### config.mk
export PLATFORM = sky130hd
export DESIGN_NAME = key_event_encoder
export DESIGN_NICKNAME = d
export VERILOG_FILES = /design/src/rtl/key_event_encoder.sv
export SDC_FILE = /design/constraint.sdc
export NUM_CORES = 1
export LEC_CHECK = 0
export BUFFER_PORTS_ARGS = -buffer_cell sky130_fd_sc_hd__buf_4
export CORE_MARGIN = 2
export CORE_UTILIZATION = 45
export CTS_BUF_LIST = sky130_fd_sc_hd__clkbuf_2 sky130_fd_sc_hd__clkbuf_4 sky130_fd_sc_hd__clkbuf_8
export CTS_CLUSTER_SIZE = 10
export DETAILED_ROUTE_END_ITERATION = 12
export PLACE_DENSITY = 0.62
export SYNTH_ARGS = -nofsm -noshare
export SYNTH_HDL_FRONTEND = slang
export SYNTH_SLANG_ARGS = --single-unit
### constraint.sdc
create_clock -name clk_1000hz -period 3.75 [get_ports clk_1000hz]
set_clock_uncertainty 0.1 [all_clocks]
set_input_delay 0.5625 -clock clk_1000hz [delete_from_list [all_inputs] [get_ports clk_1000hz]]
set_output_delay 0.5625 -clock clk_1000hz [all_outputs]
set_load 0.01 [all_outputs]
### src/rtl/key_event_encoder.sv
// Turns debounced key presses into key codes queued in a small first-word fall-through FIFO.
// Optional auto-repeat while a key is held is enabled by defining KEY_REPEAT_EN.
module key_event_encoder #(
  parameter int unsigned NKEYS      = 16,
  parameter int unsigned CODE_W     = 4,
  parameter int unsigned DEPTH      = 4,
  parameter int unsigned HOLD_CYC   = 500,
  parameter int unsigned REPEAT_CYC = 100
) (
  input  logic              clk_1000hz,
  input  logic              rst_n,
  input  logic [NKEYS-1:0]  pressed,
  output logic [CODE_W-1:0] key_code,
  output logic              key_valid,
  input  logic              key_ready,
  output logic              overflow,
  output logic              busy
);

  localparam int unsigned AW    = $clog2(DEPTH);
  localparam int unsigned PtrW  = AW + 1;

  typedef enum logic [1:0] {StIdle, StHeld, StWaitAll} state_e;

  state_e              state_q;
  logic [NKEYS-1:0]    pressed_q;
  logic [CODE_W-1:0]   held_idx_q;
  logic                init_q;

  logic [NKEYS-1:0]    rise;
  logic [CODE_W-1:0]   sel;
  logic                held_down;
  logic                push;
  logic [CODE_W-1:0]   push_code;

`ifdef KEY_REPEAT_EN
  localparam int unsigned CntMax = (HOLD_CYC > REPEAT_CYC) ? HOLD_CYC : REPEAT_CYC;
  localparam int unsigned CntW   = $clog2(CntMax + 1);

  logic [CntW-1:0] cnt_q;
  logic            first_q;
  logic            rep_hit;

  assign rep_hit = first_q ? (cnt_q == CntW'(HOLD_CYC - 1)) : (cnt_q == CntW'(REPEAT_CYC - 1));
`endif

  always_comb begin
    rise = pressed & ~pressed_q;
    sel  = '0;
    for (int i = NKEYS - 1; i >= 0; i--) begin
      if (rise[i]) sel = CODE_W'(i);
    end
  end

  assign held_down = pressed[held_idx_q];

  always_comb begin
    push      = 1'b0;
    push_code = sel;
    unique case (state_q)
      StIdle: push = init_q && (rise != '0);
`ifdef KEY_REPEAT_EN
      StHeld: begin
        push_code = held_idx_q;
        push      = held_down && rep_hit;
      end
`endif
      default: push = 1'b0;
    endcase
  end

  // The first clock after reset only observes: keys already down must be released first.
  always_ff @(posedge clk_1000hz or negedge rst_n) begin
    if (!rst_n) begin
      state_q    <= StIdle;
      pressed_q  <= '0;
      held_idx_q <= '0;
      init_q     <= 1'b0;
`ifdef KEY_REPEAT_EN
      cnt_q      <= '0;
      first_q    <= 1'b1;
`endif
    end else begin
      pressed_q <= pressed;
      init_q    <= 1'b1;
      unique case (state_q)
        StIdle: begin
          if (!init_q) begin
            if (pressed != '0) state_q <= StWaitAll;
          end else if (rise != '0) begin
            state_q    <= StHeld;
            held_idx_q <= sel;
`ifdef KEY_REPEAT_EN
            cnt_q      <= '0;
            first_q    <= 1'b1;
`endif
          end
        end
        StHeld: begin
          if (!held_down) begin
            state_q <= (pressed == '0) ? StIdle : StWaitAll;
`ifdef KEY_REPEAT_EN
            cnt_q   <= '0;
            first_q <= 1'b1;
`endif
          end
`ifdef KEY_REPEAT_EN
          else if (rep_hit) begin
            cnt_q   <= '0;
            first_q <= 1'b0;
          end else if (cnt_q != CntW'(CntMax)) begin
            cnt_q <= cnt_q + 1'b1;
          end
`endif
        end
        StWaitAll: begin
          if (pressed == '0) state_q <= StIdle;
        end
        default: state_q <= StIdle;
      endcase
    end
  end

  assign busy = (state_q != StIdle);

  logic [CODE_W-1:0] mem [DEPTH];
  logic [PtrW-1:0]   wr_ptr_q, rd_ptr_q, wr_ptr_d, rd_ptr_d;
  logic [CODE_W-1:0] key_code_q, key_code_d;
  logic              key_valid_q, key_valid_d;
  logic              overflow_q;
  logic              full, pop, push_ok;

  assign full    = (wr_ptr_q[AW] != rd_ptr_q[AW]) && (wr_ptr_q[AW-1:0] == rd_ptr_q[AW-1:0]);
  assign pop     = key_valid_q && key_ready;
  assign push_ok = push && (!full || pop);

  // Outputs are registered from the post-edge head so a push into an empty FIFO shows at once.
  always_comb begin
    wr_ptr_d    = wr_ptr_q + (push_ok ? PtrW'(1) : PtrW'(0));
    rd_ptr_d    = rd_ptr_q + (pop ? PtrW'(1) : PtrW'(0));
    key_valid_d = (rd_ptr_d != wr_ptr_d);
    if (push_ok && (rd_ptr_d[AW-1:0] == wr_ptr_q[AW-1:0])) begin
      key_code_d = push_code;
    end else begin
      key_code_d = mem[rd_ptr_d[AW-1:0]];
    end
  end

  always_ff @(posedge clk_1000hz) begin
    if (push_ok) mem[wr_ptr_q[AW-1:0]] <= push_code;
  end

  always_ff @(posedge clk_1000hz or negedge rst_n) begin
    if (!rst_n) begin
      wr_ptr_q    <= '0;
      rd_ptr_q    <= '0;
      key_code_q  <= '0;
      key_valid_q <= 1'b0;
      overflow_q  <= 1'b0;
    end else begin
      wr_ptr_q    <= wr_ptr_d;
      rd_ptr_q    <= rd_ptr_d;
      key_code_q  <= key_code_d;
      key_valid_q <= key_valid_d;
      if (push && full && !pop) overflow_q <= 1'b1;
    end
  end

  assign key_code  = key_code_q;
  assign key_valid = key_valid_q;
  assign overflow  = overflow_q;

endmodule

# Word-level counts from Yosys, hierarchy flattened
# Memory sizes are Yosys's and may differ from the RTL's. A register that Yosys moved wholly into a read port is not among the register bits.
# Index checks and enable logic that the tools add are counted.
# totals
ff_bits	31
mem_bits_rw	16
in_bits	19
output_inout_bits	7
elab_cells	70
n_memories	1
# classes
addsub	2
n_lt_le_gt_ge	1
n_eq_ne	9
n_mux	30
n_bitwise	2
n_reduce_logical	17
# mem_list
name	words	word_bits	read_ports	rd_ports_with_merged_regs	write_ports	line	source
mem	4	4	1	1	1	126	logic [CODE_W-1:0] mem [DEPTH];
# ops
cell	count
4-bit two-way mux	16
16-bit nonzero test	2
16-bit bitwise AND	1
16-bit zero test	1
16-bit inverter	1
2-bit two-way mux	6
3-bit by 1-bit adder with 3-bit output	2
1-bit logical AND	6
1-bit two-way mux	6
3-bit != test (second input constant)	2
2-bit case mux with 3 select lines	1
4-bit by 5-bit < comparator with 1-bit output (second input constant)	1
1-bit binary-select mux with 4-bit select	1
2-bit != test (second input constant)	2
4-bit AND reduction	1
1-bit zero test	3
3-bit != test	1
3-bit AND reduction	1
2-bit by 1-bit equality test with 1-bit output (second input constant)	1
2-bit equality test	1
2-bit equality test (second input constant)	1
2-bit zero test	1
2-bit nonzero test	1
1-bit logical OR	1
1-bit != test	1

# Logic depth before layout (Yosys ltp)
# depth
word_depth	18
mapped_depth	10

# Worst setup path after synthesis
# Ideal clock, no wire load.
# synth_path
path_type	in2reg
start	in pressed[1]
end	reg key_valid_q (netlist: key_valid)
arrival_time_ns	2.587
t_required_ns	3.519
setup_slack_ns	0.932
cell_stages	10
cell_sequence	nand2b_1 > nand4_4 > o41ai_4 > nand2b_1 > inv_1 > ha_1 > ha_1 > xor2_1 > xor2_1 > or3_1
# synth_via
elab_chain_cells	8
# synth_lines
element	line	source
from (decl)	12	input logic [NKEYS-1:0] pressed,
16-bit bitwise AND	48	rise = pressed & ~pressed_q;
16-bit nonzero test	61	StIdle: push = init_q && (rise != '0);
1-bit logical AND	61	
1-bit two-way mux	60	unique case (state_q)
1-bit logical AND	135	assign push_ok = push && (!full || pop);
1-bit two-way mux	139	wr_ptr_d = wr_ptr_q + (push_ok ? PtrW'(1) : PtrW'(0));
3-bit by 1-bit adder with 3-bit output	139	
named net wr_ptr_d[2]	127	logic [PtrW-1:0] wr_ptr_q, rd_ptr_q, wr_ptr_d, rd_ptr_d;
3-bit != test	141	key_valid_d = (rd_ptr_d != wr_ptr_d);
named net key_valid_d	129	logic key_valid_q, key_valid_d;
to (signal assigned)	164	key_valid_q <= key_valid_d;
to (decl)	129	
# The timed path passes the listed nets, and every way through them passes these cells.
# A chain may end at the register's enable or synchronous reset.

# Worst setup path after layout
# layout_path
start	reg wr_ptr_q[1]
end	reg key_valid_q (netlist: key_valid)
# layout_via
elab_chain_cells	8
# layout_lines
element	line	source
from (decl)	127	
from (signal assigned)	161	wr_ptr_q <= wr_ptr_d;
2-bit equality test	133	assign full = (wr_ptr_q[AW] != rd_ptr_q[AW]) && (wr_ptr_q[AW-1:0] == rd_ptr_q[AW-1:0]);
1-bit logical AND	133	
1-bit zero test	135	
1-bit logical OR	135	
1-bit logical AND	135	
1-bit two-way mux	139	
3-bit by 1-bit adder with 3-bit output (*)	139	
named net wr_ptr_d[2]	127	
3-bit != test (*)	141	
named net key_valid_d	129	
# Mark *: on every way through the listed nets, which the timed path passes. The rest lies on a longest branch.

==> impl_metrics.csv <==
group,metric,value,unit
sta,slew_violations,0,
layout,fill_cells,423,
worst_setup_path,reg2reg_slack,0.93,ns
logic_synthesis,syn-num-nets,192,
floorplan,core_area,0.00511,mm2
floorplan,fp.dieW,77.0,um
sta,setup_viol,0,
logic_synthesis,netlist_area,0.00239,mm2
clock_tree,clock_path_buffers,2,
worst_setup_path,cp.depth,10,
worst_setup_path,cp_slowest_stage_delay,0.54,ns
sta,max_freq,354,MHz
route,drt_iter0_markers,59,
worst_setup_path,cp_top_family,"simple AND/OR/NAND/NOR gates",
worst_setup_path,crit_start,"wr_ptr_q[1]$_DFF_PN0_",
floorplan,die_area,0.00592,mm2
route,detail_route.wl_per_cell,16.6,um
flow_run,cap_violations,0,
sta,tns,0,ns
global_routing,grt_pass1_wl,7840,um
route,avgViaCountPerCell,5.31,
worst_setup_path,criticalPathCategory,"register to register",
floorplan,start_util,46.9,%
route,vias,1438,
route,drt-pass1-iter-count,4,
floorplan,io_pins,26,
worst_setup_path,r2r-start,"wr_ptr_q[1]$_DFF_PN0_",
layout,layout-drive-gt1-share,29.9,%
worst_setup_path,setup.worst_path.end,"key_valid$_DFF_PN0_",
worst_setup_path,path_cells,"xor2_1, nor4_1, inv_1, nand2b_1, inv_1, ha_1, ha_1, xor2_1, xor2_1, or3_1",
clock_tree,tritoncts,"yes",
place,place.gp.congestion,0.772,
sta,rsz0062_at_grt,"false",
power,peakVddDrop,0.254,mV
sta,relSlewSlack,50.4,%
place,portBuffers,25,
place,dp_hpwl,3380,um
worst_setup_path,cp_slowest_cell,"nor4_1",
sta,hold_viol,0,
run_status,outcome,"completed",
clock_tree,cts_root_buf,"clkbuf_8",
worst_setup_path,worstPathRequired,3.83,ns
clock_tree,cts_setup_buffers,0,
logic_synthesis,yosysSeqAreaShare,56.6,%
clock_tree,path_clk_slew,0.09,ns
logic_synthesis,ys_warn_count,0,
layout,final_cell_mix,"dfrtp_1, buf_4, edfxtp_1",
worst_setup_path,start_kind,"register",
worst_setup_path,critPathMaxFanout,7,
place,post-place-ws,0.631,ns
global_routing,gr-total-overflow,0,
layout,mostFrequentLayoutCell,"dfrtp_1",
worst_setup_path,endpoint_kind,"register",
floorplan,die_h,77.0,um
logic_synthesis,synth_cells,169,
sta,final.setup.worst_slack,0.929,ns
logic_synthesis,synth.distinct_cells,50,
logic_synthesis,avgSynthCellArea,14.2,um2
logic_synthesis,ys_seq_elements,51,
layout,area_growth,15.0,%
clock_tree,cts_max_level,2,
clock_tree,cts_resized,0,
worst_setup_path,worstRegToRegCells,10,
power,p_leak,0.00115,uW
route,routed_wl,4510,um
floorplan,rows,26,
layout,nets,223,
route,ant_nets,0,
global_routing,grt_start_max_net_pins,36,
layout,n_antenna_cell,0,
power,power,1730,uW
worst_setup_path,critPathBufInv,2,
worst_setup_path,r2r_end,"key_valid$_DFF_PN0_",
route,drc,0,
global_routing,grt_pass1_vias,1542,
power,power_density,628,mW/mm2
clock_tree,cts_num_sinks,51,
sta,min_period_over_period,75.2,%
clock_tree,cts_hold_buf,0,
sta,worst_slew_pin_slew,0.742,ns
global_routing,antenna_found_initial,0,
min_path,hold_path_class,"input pin to async pin",
worst_setup_path,crit_top_cell,"xor2_1",
sta,min_period,2.82,ns
layout,fin_util,53.9,%
worst_setup_path,critical_path_arrival,2.91,ns
global_routing,grt_usage,17.1,%
clock_tree,clock_latency,0.30,ns
clock_tree,cts-buffers-inserted,5,
-- worst register-to-register path, delay by kind of cell (launching register included) --
kind          cells  cell delay (ns)
buf+inv           2             0.19
flops             1             0.48
xor+xnor          3             0.49
fa+ha+maj         2             0.36
simple gates      3             1.09
-- power breakdown --
part	total [uW]	leakage (uW)	switching, uW	internal, uW
clock	303	0.0000437	168	135
combinational	640	0.000543	286	354
sequential	787	0.000558	93.9	693
-- final cells by class --
type                       instances  area, um2  share of cell area, %
sequential                        51       1360                   49.3
multi-input combinational        110       1010                   36.6
timing repair buffer              26        195                   7.09
tap                               70       87.6                   3.18
clock buffer                       6       76.3                   2.77
inverter                           6       22.5                  0.818
clock inverter                     2       7.51                  0.273
-- cell families after synthesis --
family | synth area share (%)
AND/OR/NAND/NOR | 16.4
flip-flops | 56.6
AO/OA/AOI/OAI | 8.52
multiplexers | 11.3
XOR/XNOR | 3.66
buffers and inverters | 1.25
adder cells (fa/ha/maj) | 2.09
other | 0.157
-- metrics by stage --
stage | instance area, um2 | cells | hold WS (ns)
2_1_floorplan | 2390 | 169 | 0.167
3_3_place_gp | 2670 | 263 | 0.399
3_5_place_dp | 2670 | 263 | 0.393
4_1_cts | 2750 | 271 | 0.122
5_1_grt | 2750 | 271 | 0.129
6_report | 2750 | 271 | 0.110
-- Yosys cell counts (all sizes together) --
| master | n | area, um2 |
|---|---|---|
| a21oi | 4 | 20.0 |
| ha | 4 | 50.1 |
| nor4 | 5 | 31.3 |
| o2111ai | 2 | 30.0 |
| conb | 1 | 3.75 |
| nor3b | 2 | 15.0 |
| mux2i | 2 | 20.0 |
| xnor2 | 3 | 26.3 |
| o211a | 1 | 10.0 |
| o41ai | 1 | 27.5 |
| nor3 | 2 | 10.0 |
| a31oi | 2 | 12.5 |
| and2b | 3 | 22.5 |
| a2bb2oi | 1 | 8.76 |
| o22a | 1 | 8.76 |
| nand2 | 8 | 30.0 |
| o21a | 1 | 7.51 |
| nor2b | 3 | 18.8 |
| or3 | 2 | 17.5 |
| edfxtp | 16 | 480 |
| or2b | 2 | 15.0 |
| o211ai | 2 | 15.0 |
| o31ai | 3 | 27.5 |
| xor2 | 7 | 61.3 |
| mux2 | 5 | 67.6 |
| inv | 6 | 22.5 |
| dfrtp | 35 | 876 |
| a221o | 1 | 10.0 |
| or2 | 3 | 21.3 |
| o21ai | 2 | 10.0 |
| and2 | 2 | 12.5 |
| and3 | 1 | 6.26 |
| o21bai | 1 | 7.51 |
| nand2b | 14 | 105 |
| nand4 | 4 | 46.3 |
| mux4 | 8 | 184 |
| a211o | 1 | 8.76 |
| clkbuf | 2 | 7.51 |
| nor2 | 5 | 35.0 |
| nand3 | 1 | 5.00 |
-- sequential cells by signal, summed over array words and instances (netlist names) --
name,count
state_q,2
key_valid,1
wr_ptr_q,3
rd_ptr_q,3
init_q,1
key_code,4
overflow,1
mem,16
held_idx_q,4
pressed_q,16
-- worst min path at each step --
stage | startpoint | end | cells after the start | slack, ns
after global routing | rst_n | key_valid$_DFF_PN0_ | 1 | 0.13
after global placement | overflow$_DFFE_PN0P_ | overflow$_DFFE_PN0P_ | 1 | 0.40
after floorplan | rst_n | held_idx_q[0]$_DFFE_PN0P_ | 0 | 0.17
final | rst_n | rd_ptr_q[0]$_DFF_PN0_ | 1 | 0.11
after detailed placement | overflow$_DFFE_PN0P_ | overflow$_DFFE_PN0P_ | 1 | 0.39
after CTS | rst_n | key_valid$_DFF_PN0_ | 1 | 0.12
-- routing by layer --
layer	share of wire [%]	up-vias	wire (um)	GRT usage (%)
met2	52	28	2330	29.2
met3	3.2	6	143	3.53
met4	0.84	0	38	4.18
li1	-	691	-	-
met1	44	713	2000	22.3
met5	0	-	0	0
Note: power is estimated with default switching activity, not from simulation.
